===== config.mk =====
export PLATFORM = sky130hd
export DESIGN_NAME = check_parity
export DESIGN_NICKNAME = d
export VERILOG_FILES = /design/src/rtl/check_parity.sv
export SDC_FILE = /design/constraint.sdc
export NUM_CORES = 1
export LEC_CHECK = 0
export BUFFER_PORTS_ARGS = -buffer_cell sky130_fd_sc_hd__buf_2
export CAP_MARGIN = 20
export CORE_MARGIN = 5
export CORE_UTILIZATION = 29
export DETAILED_ROUTE_END_ITERATION = 8
export HOLD_SLACK_MARGIN = 0.06
export SLEW_MARGIN = 20
export SYNTH_ARGS = -nofsm -noshare
export SYNTH_HDL_FRONTEND = slang
export SYNTH_SLANG_ARGS = --single-unit
export TNS_END_PERCENT = 100

===== constraint.sdc =====
create_clock -name clk -period 4.9 [get_ports clk]
set_input_delay 0.98 -clock clk [delete_from_list [all_inputs] [get_ports clk]]
set_output_delay 0.98 -clock clk [all_outputs]
set_load 0.01 [all_outputs]

===== src/rtl/check_parity.sv =====
// Receive-side parity checker for words read back from RAM.
// Checks odd parity on each stored word, strips the parity bits, flags
// failing words per beat, and keeps sticky status, a saturating error
// counter and a snapshot of the first failing beat for diagnosis.
module check_parity #(
  parameter int WORDS         = 5,
  parameter int BITS_PER_WORD = 9,
  parameter int ERR_CNT_WIDTH = 16
) (
  input  logic                               clk,
  input  logic                               rst_n,
  input  logic [(BITS_PER_WORD+1)*WORDS-1:0] din,
  input  logic                               din_valid,
  input  logic                               clr_err,
  output logic [BITS_PER_WORD*WORDS-1:0]     dout,
  output logic                               dout_valid,
  output logic [WORDS-1:0]                   word_err,
  output logic                               any_err,
  output logic [WORDS-1:0]                   err_sticky,
  output logic [ERR_CNT_WIDTH-1:0]           err_count,
  output logic                               cap_valid,
  output logic [(BITS_PER_WORD+1)*WORDS-1:0] cap_data
);

  localparam int WORD_W = BITS_PER_WORD + 1;
  localparam int BEAT_W = WORD_W * WORDS;
  localparam int DATA_W = BITS_PER_WORD * WORDS;
  localparam int POP_W  = $clog2(WORDS + 1);

  // Stage 1 state
  logic [BEAT_W-1:0]        s1_data_reg;
  logic                     s1_valid_reg;

  // Stage 2 / output state
  logic [DATA_W-1:0]        dout_reg;
  logic                     dout_valid_reg;
  logic [WORDS-1:0]         word_err_reg;

  // Status state
  logic [WORDS-1:0]         err_sticky_reg, err_sticky_next;
  logic [ERR_CNT_WIDTH-1:0] err_count_reg, err_count_next;
  logic                     cap_valid_reg, cap_valid_next;
  logic [BEAT_W-1:0]        cap_data_reg, cap_data_next;

  // Combinational views of the stage-1 beat
  logic [WORDS-1:0]         err_vec;
  logic [WORDS-1:0]         err_hit;
  logic [DATA_W-1:0]        stripped;
  logic [POP_W-1:0]         err_pop;
  logic [ERR_CNT_WIDTH:0]   count_sum;

  // Per-word parity check and parity stripping on the registered beat
  generate
    for (genvar gi = 0; gi < WORDS; gi++) begin : g_word
      // Odd parity: a good word XORs to 1, so XNOR-reduction flags a failure.
      assign err_vec[gi] = ~^s1_data_reg[gi*WORD_W +: WORD_W];
      assign stripped[gi*BITS_PER_WORD +: BITS_PER_WORD] =
        s1_data_reg[gi*WORD_W +: BITS_PER_WORD];
    end
  endgenerate

  // Only a valid beat may raise errors; idle cycles carry stale din.
  assign err_hit = s1_valid_reg ? err_vec : '0;

  // Count failing words in the beat about to leave stage 1
  always_comb begin
    err_pop = '0;
    for (int i = 0; i < WORDS; i++) begin
      err_pop = err_pop + POP_W'(err_hit[i]);
    end
  end

  // Next status: a clear wipes history, but the concurrent beat still lands
  always_comb begin
    err_sticky_next = (clr_err ? '0 : err_sticky_reg) | err_hit;

    // One extra bit of headroom so saturation is detected instead of wrapping.
    count_sum = {1'b0, (clr_err ? '0 : err_count_reg)} + (ERR_CNT_WIDTH+1)'(err_pop);
    err_count_next = count_sum[ERR_CNT_WIDTH] ? '1 : count_sum[ERR_CNT_WIDTH-1:0];

    cap_valid_next = clr_err ? 1'b0 : cap_valid_reg;
    cap_data_next  = clr_err ? '0   : cap_data_reg;
    if ((|err_hit) && !cap_valid_next) begin
      cap_valid_next = 1'b1;
      cap_data_next  = s1_data_reg;
    end
  end

  // Stage 1 data capture; its validity is tracked separately so no reset is needed
  always_ff @(posedge clk) begin
    s1_data_reg <= din;
  end

  // Stage 1 valid, stage 2 outputs and status registers
  always_ff @(posedge clk) begin
    if (!rst_n) begin
      s1_valid_reg   <= 1'b0;
      dout_reg       <= '0;
      dout_valid_reg <= 1'b0;
      word_err_reg   <= '0;
      err_sticky_reg <= '0;
      err_count_reg  <= '0;
      cap_valid_reg  <= 1'b0;
      cap_data_reg   <= '0;
    end else begin
      s1_valid_reg   <= din_valid;
      dout_reg       <= stripped;
      dout_valid_reg <= s1_valid_reg;
      word_err_reg   <= err_hit;
      err_sticky_reg <= err_sticky_next;
      err_count_reg  <= err_count_next;
      cap_valid_reg  <= cap_valid_next;
      cap_data_reg   <= cap_data_next;
    end
  end

  assign dout       = dout_reg;
  assign dout_valid = dout_valid_reg;
  assign word_err   = word_err_reg;
  assign any_err    = dout_valid_reg & (|word_err_reg);
  assign err_sticky = err_sticky_reg;
  assign err_count  = err_count_reg;
  assign cap_valid  = cap_valid_reg;
  assign cap_data   = cap_data_reg;

endmodule

# Word-level counts from Yosys, hierarchy flattened
# Cells that the tools add are included.
[word_totals]
input_bits = 54
register_bits = 174
wordCells = 34
[op_classes]
n_reduce_logical = 10
addsub = 5
mux = 8
n_bitwise = 2
[ops]
columns = ["op", "n"]
rows = [
  ["$mux 50", 2],
  ["$reduce_xnor 10->1", 5],
  ["$mux 16", 2],
  ["$add 16x3->17", 1],
  ["$mux 5", 2],
  ["$reduce_or 5->1", 2],
  ["$add 3x1->3", 2],
  ["$or 5x5->5", 1],
  ["$add 2x1->3", 1],
  ["$add 1x1->2", 1],
  ["$mux 1", 2],
  ["$reduce_bool 2->1", 1],
  ["$and 1x1->1", 1],
  ["$logic_and 1x1->1", 1],
  ["$logic_not 1->1", 1],
]

# Depth between registers and ports, before layout
[logic_depth]
word_depth = 8
depth_mapped = 17

# Worst setup path after synthesis
# Ideal clock, no wire load.
[synth_path]
path_type = "input to register"
startpoint = "input clr_err"
endpoint = "register err_count_reg[10] (netlist: err_count[10])"
path_stages = 16
setup_slack_ps = 416
t_arrival_ps = 4369
n_path_buf = 4
t_required_ps = 4785
path_cell_list = "clkbuf_1 clkbuf_1 nand2b_1 fa_1 fa_1 inv_1 ha_1 fa_1 a21oi_1 or3_1 nor2_1 and2_1 and3_1 clkbuf_1 clkbuf_1 o21a_1"
[synth_via]
elab_chain_cells = 3
[synth_rtl]
columns = ["element", "line_no", "text"]
rows = [
  ["start, declared", "14", "input logic clr_err,"],
  ["$mux 16", "78", "count_sum = {1'b0, (clr_err ? '0 : err_count_reg)} + (ERR_CNT_WIDTH+1)'(err_pop);"],
  ["$add 16x3->17", "78", ""],
  ["$mux 16", "79", "err_count_next = count_sum[ERR_CNT_WIDTH] ? '1 : count_sum[ERR_CNT_WIDTH-1:0];"],
  ["end signal, assigned", "111", "err_count_reg <= err_count_next;"],
  ["end, declared", "41", "logic [ERR_CNT_WIDTH-1:0] err_count_reg, err_count_next;"],
]
# No other way between the ends.
# A chain may end at the register's enable or synchronous reset.

# Final worst setup path
[layout_path]
startpoint = "register s1_data_reg[24]"
endpoint = "register err_count_reg[3] (netlist: err_count[3])"
[layout_via]
elab_chain_cells = 7
[layout_rtl]
columns = ["element", "line_no", "text"]
rows = [
  ["start, declared", "31", "logic [BEAT_W-1:0] s1_data_reg;"],
  ["start signal, assigned", "91", "s1_data_reg <= din;"],
  ["$reduce_xnor 10->1", "56", "assign err_vec[gi] = ~^s1_data_reg[gi*WORD_W +: WORD_W];"],
  ["$mux 5", "63", "assign err_hit = s1_valid_reg ? err_vec : '0;"],
  ["$add 2x1->3", "69", "err_pop = err_pop + POP_W'(err_hit[i]);"],
  ["$add 3x1->3 (2 in series)", "69", ""],
  ["$add 16x3->17", "78", ""],
  ["$mux 16", "79", ""],
]
# No other way between the ends.

==> results.txt <==
worst-path fanout max = 14
DIE AREA = 22610 um2
clock sink count = 174
area grow syn2layout = 29.52%
Critical path origin = s1_data_reg[24]$_DFF_P_
Mapped Avg Cell Area = 12.23 um2
cell count after synthesis = 467
clk_skew = 0.008651 ns
initial core utilization = 0.2945
Final Routed Wirelength = 13950 um
worst reg2reg startpoint = s1_data_reg[24]$_DFF_P_
maximum VDD drop = 0.2237 mV
max-slew violations = 0
crit path capture = err_count[3]$_SDFF_PN0_
Bufs on Longest Clock Path = 2
TritonCTS clock tree = yes
Met3 Wirelength = 1216 um
post-DP HPWL = 9862 um
Layout Nets = 702
layout cells sized above 1 = 0.3410
root buffer cell = clkbuf_16
Clock Latency Late Sink = 0.41 ns
CP required = 5.20 ns
Rel. slew slack = 0.3853
M1 wire length = 6190 um
Final WS setup = 0.4334 ns
RSZ-0062 raised after global routing = false
syn_nets = 528
Die Width = 150.4 um
R2R cell count = 15
crit-path max cell delay = 0.52 ns
total power = 3268 uW
Critical Path End Type = register
largest net degree at the start of global routing = 38
global-route wire length before repair = 21400 um
Ys Warns = 0
WL/cell = 15.18 um
dpl ws = 0.3010 ns
placed cells = 887
sequential-to-total area share from yosys stat = 0.6097
Port Buf Inserts = 177
Final ANT Viol Nets = 0
CTS H-tree lvls = 4
Setup crit start kind = register
crit-path cells = xor2_1, xnor3_1, xnor2_1, nand2_1, fa_1, fa_1, inv_1, ha_1, fa_1, a21oi_1, or3_1, nor2_1, and2_1, and3_2, o21a_1
Final setup viols = 0
Storage cell area = 3483 um2
final period demand of the worst path = 4.467 ns
fin cells = 919
Post-Synth Simple-Gate Area = 0.1130
adder-cell share of the synthesized area = 0.01927
WL met2 = 6456 um
Worst path depth = 15
placer congestion estimate = 0.7241
Hold Vio Cnt, Final = 0
vias per cell = 4.273
Crit-path slowest cell = fa_1
Total Neg Setup Slack = 0 ns
most frequent cells in the layout = buf_2 (177), dfxtp_1 (174), and2_1 (48)
Core ar. = 19400 um2
final worst path period share = 0.9116
Post-CTS Setup Bufs = 0
static leakage = 0.003333 uW
Total GRT Usage = 0.1232
Fillers = 1976
Top Ports = 178
Antenna diodes = 0
max_cap viols = 0
vias in the first global route = 3963
CP top delay family = adder cells
Worst Path Buf+Inv = 1
crit path kind = register to register
Fmax = 0.2239 GHz
Worst-Margin Slew = 0.9221 ns
TritonRoute pass-1 iters = 4
Post-Synth XOR/XNOR Area = 0.08651
final core occ = 0.3815
R2R setup slack = 0.43 ns
Reg clk slew, reported paths = 0.06 ns
Compound-Gate Fraction of Synth Area = 0.1207
Multi-input gate area = 2018 um2
HP Class = register to register
TritonCTS buffer count = 17
run status = completed
Reg-to-Reg End = err_count[3]$_SDFF_PN0_
row cnt = 51
Pwr per Cell Area = 441.6 nW/um2
Via Count = 3927
Highest Signal Layer = met4
Die H = 150.4 um
mux cell area share after synthesis = 0.01226
1st-iter DRT viols = 142
most common cell after layout, fill and taps aside = buf_2
largest family of logic cells by synthesized area = compound AO/OA/AOI/OAI gates
crit path DAT = 4.77 ns
initial antenna violation count = 0
DRC viols = 0
library cells used by synthesis = 39
GRT Residual Overflow = 0
Cell Area, Synth = 5713 um2
FF+latch count, synth = 174
Crit path top cell by count = fa_1
power breakdown:
| part | switching (uW) | total [uW] | leakage, uW | internal [uW] |
|---|---|---|---|---|
| clock | 559 | 1370 | 0.000296 | 812 |
| combinational | 197 | 362 | 0.00160 | 165 |
| sequential | 42.2 | 1540 | 0.00144 | 1490 |
how the worst min path moves through the flow:
stage                                   start                        end  slack [ns]  depth (start not counted)
floorplan             s1_data_reg[49]$_DFF_P_  cap_data[49]$_SDFFE_PN0P_        0.45                          2
global placement    cap_data[19]$_SDFFE_PN0P_  cap_data[19]$_SDFFE_PN0P_        0.44                          2
detailed placement  cap_data[49]$_SDFFE_PN0P_  cap_data[49]$_SDFFE_PN0P_        0.46                          2
CTS                 cap_data[29]$_SDFFE_PN0P_  cap_data[29]$_SDFFE_PN0P_        0.47                          2
global route        cap_data[29]$_SDFFE_PN0P_  cap_data[29]$_SDFFE_PN0P_        0.49                          2
finish              cap_data[29]$_SDFFE_PN0P_  cap_data[29]$_SDFFE_PN0P_        0.46                          2
worst reg2reg max path, delay by kind of cell (launching register included):
kind | cells | cell delay, ns
fa+ha+maj | 4 | 1.61
simple gates | 5 | 0.98
xor+xnor | 3 | 0.93
compound gates | 2 | 0.44
flops | 1 | 0.36
buf+inv | 1 | 0.04
logic make-up (layout without fill, tap and decap cells):
logic type | count (synthesis) | count (layout)
buffers and inverters | 34 | 221
AOI/OAI and AO/OA | 79 | 79
DFF | 174 | 174
adders and majority gates | 7 | 7
muxes | 7 | 7
and+or+nand+nor | 116 | 116
xor gates and xnor gates | 50 | 50
cell type report:
cell class                      count  share of cell area
Timing Repair Buffer              184              0.1268
Sequential cell                   174              0.4707
Clock buffer                       21             0.06493
Tap cell                          265             0.04481
Multi-Input combinational cell    259              0.2727
Inverter                            5            0.002536
Clock inverter                     11             0.01742
Yosys cell counts:
cell           count  share of area
inv_1              5         0.0033
nand3_1            3         0.0026
fa_1               3          0.011
o21a_1            16          0.021
nor4_1             2         0.0022
nor3b_1            1         0.0013
nand2b_1           6         0.0066
or4_1              2         0.0026
nand4_1            1         0.0011
xnor3_2            1         0.0042
xor2_1             5         0.0077
a21o_1             1         0.0013
or2b_1             1         0.0013
and2_1            48          0.053
o21ai_0            4         0.0035
a21oi_1            9         0.0079
and3_1             2         0.0022
o211ai_2           1         0.0022
nor3_1             4         0.0035
xnor3_1            3          0.012
buf_2              1        0.00088
o21ai_4            1         0.0028
a211oi_1           1         0.0013
a32o_1            45          0.079
nor2b_1            9         0.0099
dfxtp_1          174           0.61
dlygate4sd3_1      5         0.0088
and2_2             1         0.0013
nor2_1            14         0.0092
mux2i_1            7          0.012
buf_6              6          0.012
o211a_1            1         0.0018
or3b_2             1         0.0015
ha_1               4         0.0088
xnor2_1           41          0.063
clkbuf_1          13         0.0085
buf_4              4         0.0053
or3_1              3         0.0033
nand2_1           18          0.012
layer usage:
metal / track usage / vias up
li1: - / 1957
met1: 0.1566 / 1840
met2: 0.1920 / 122
met3: 0.05358 / 8
met4: 0.03202 / 0
met5: 0 / -
repair_timing:
action,in CTS,in global routing
hold buffers,0,0
gates resized for setup,0,1
endpoints found under the setup margin,0,9
stage by stage:
step / cell area (um2) / hold WS, ns
after floorplan: 5713 / 0.4473
after global placement: 6789 / 0.4434
after detailed placement: 6789 / 0.4573
after CTS: 7398 / 0.4689
after global routing: 7400 / 0.4866
final: 7400 / 0.4589
Power figures use the tool's default switching activity.
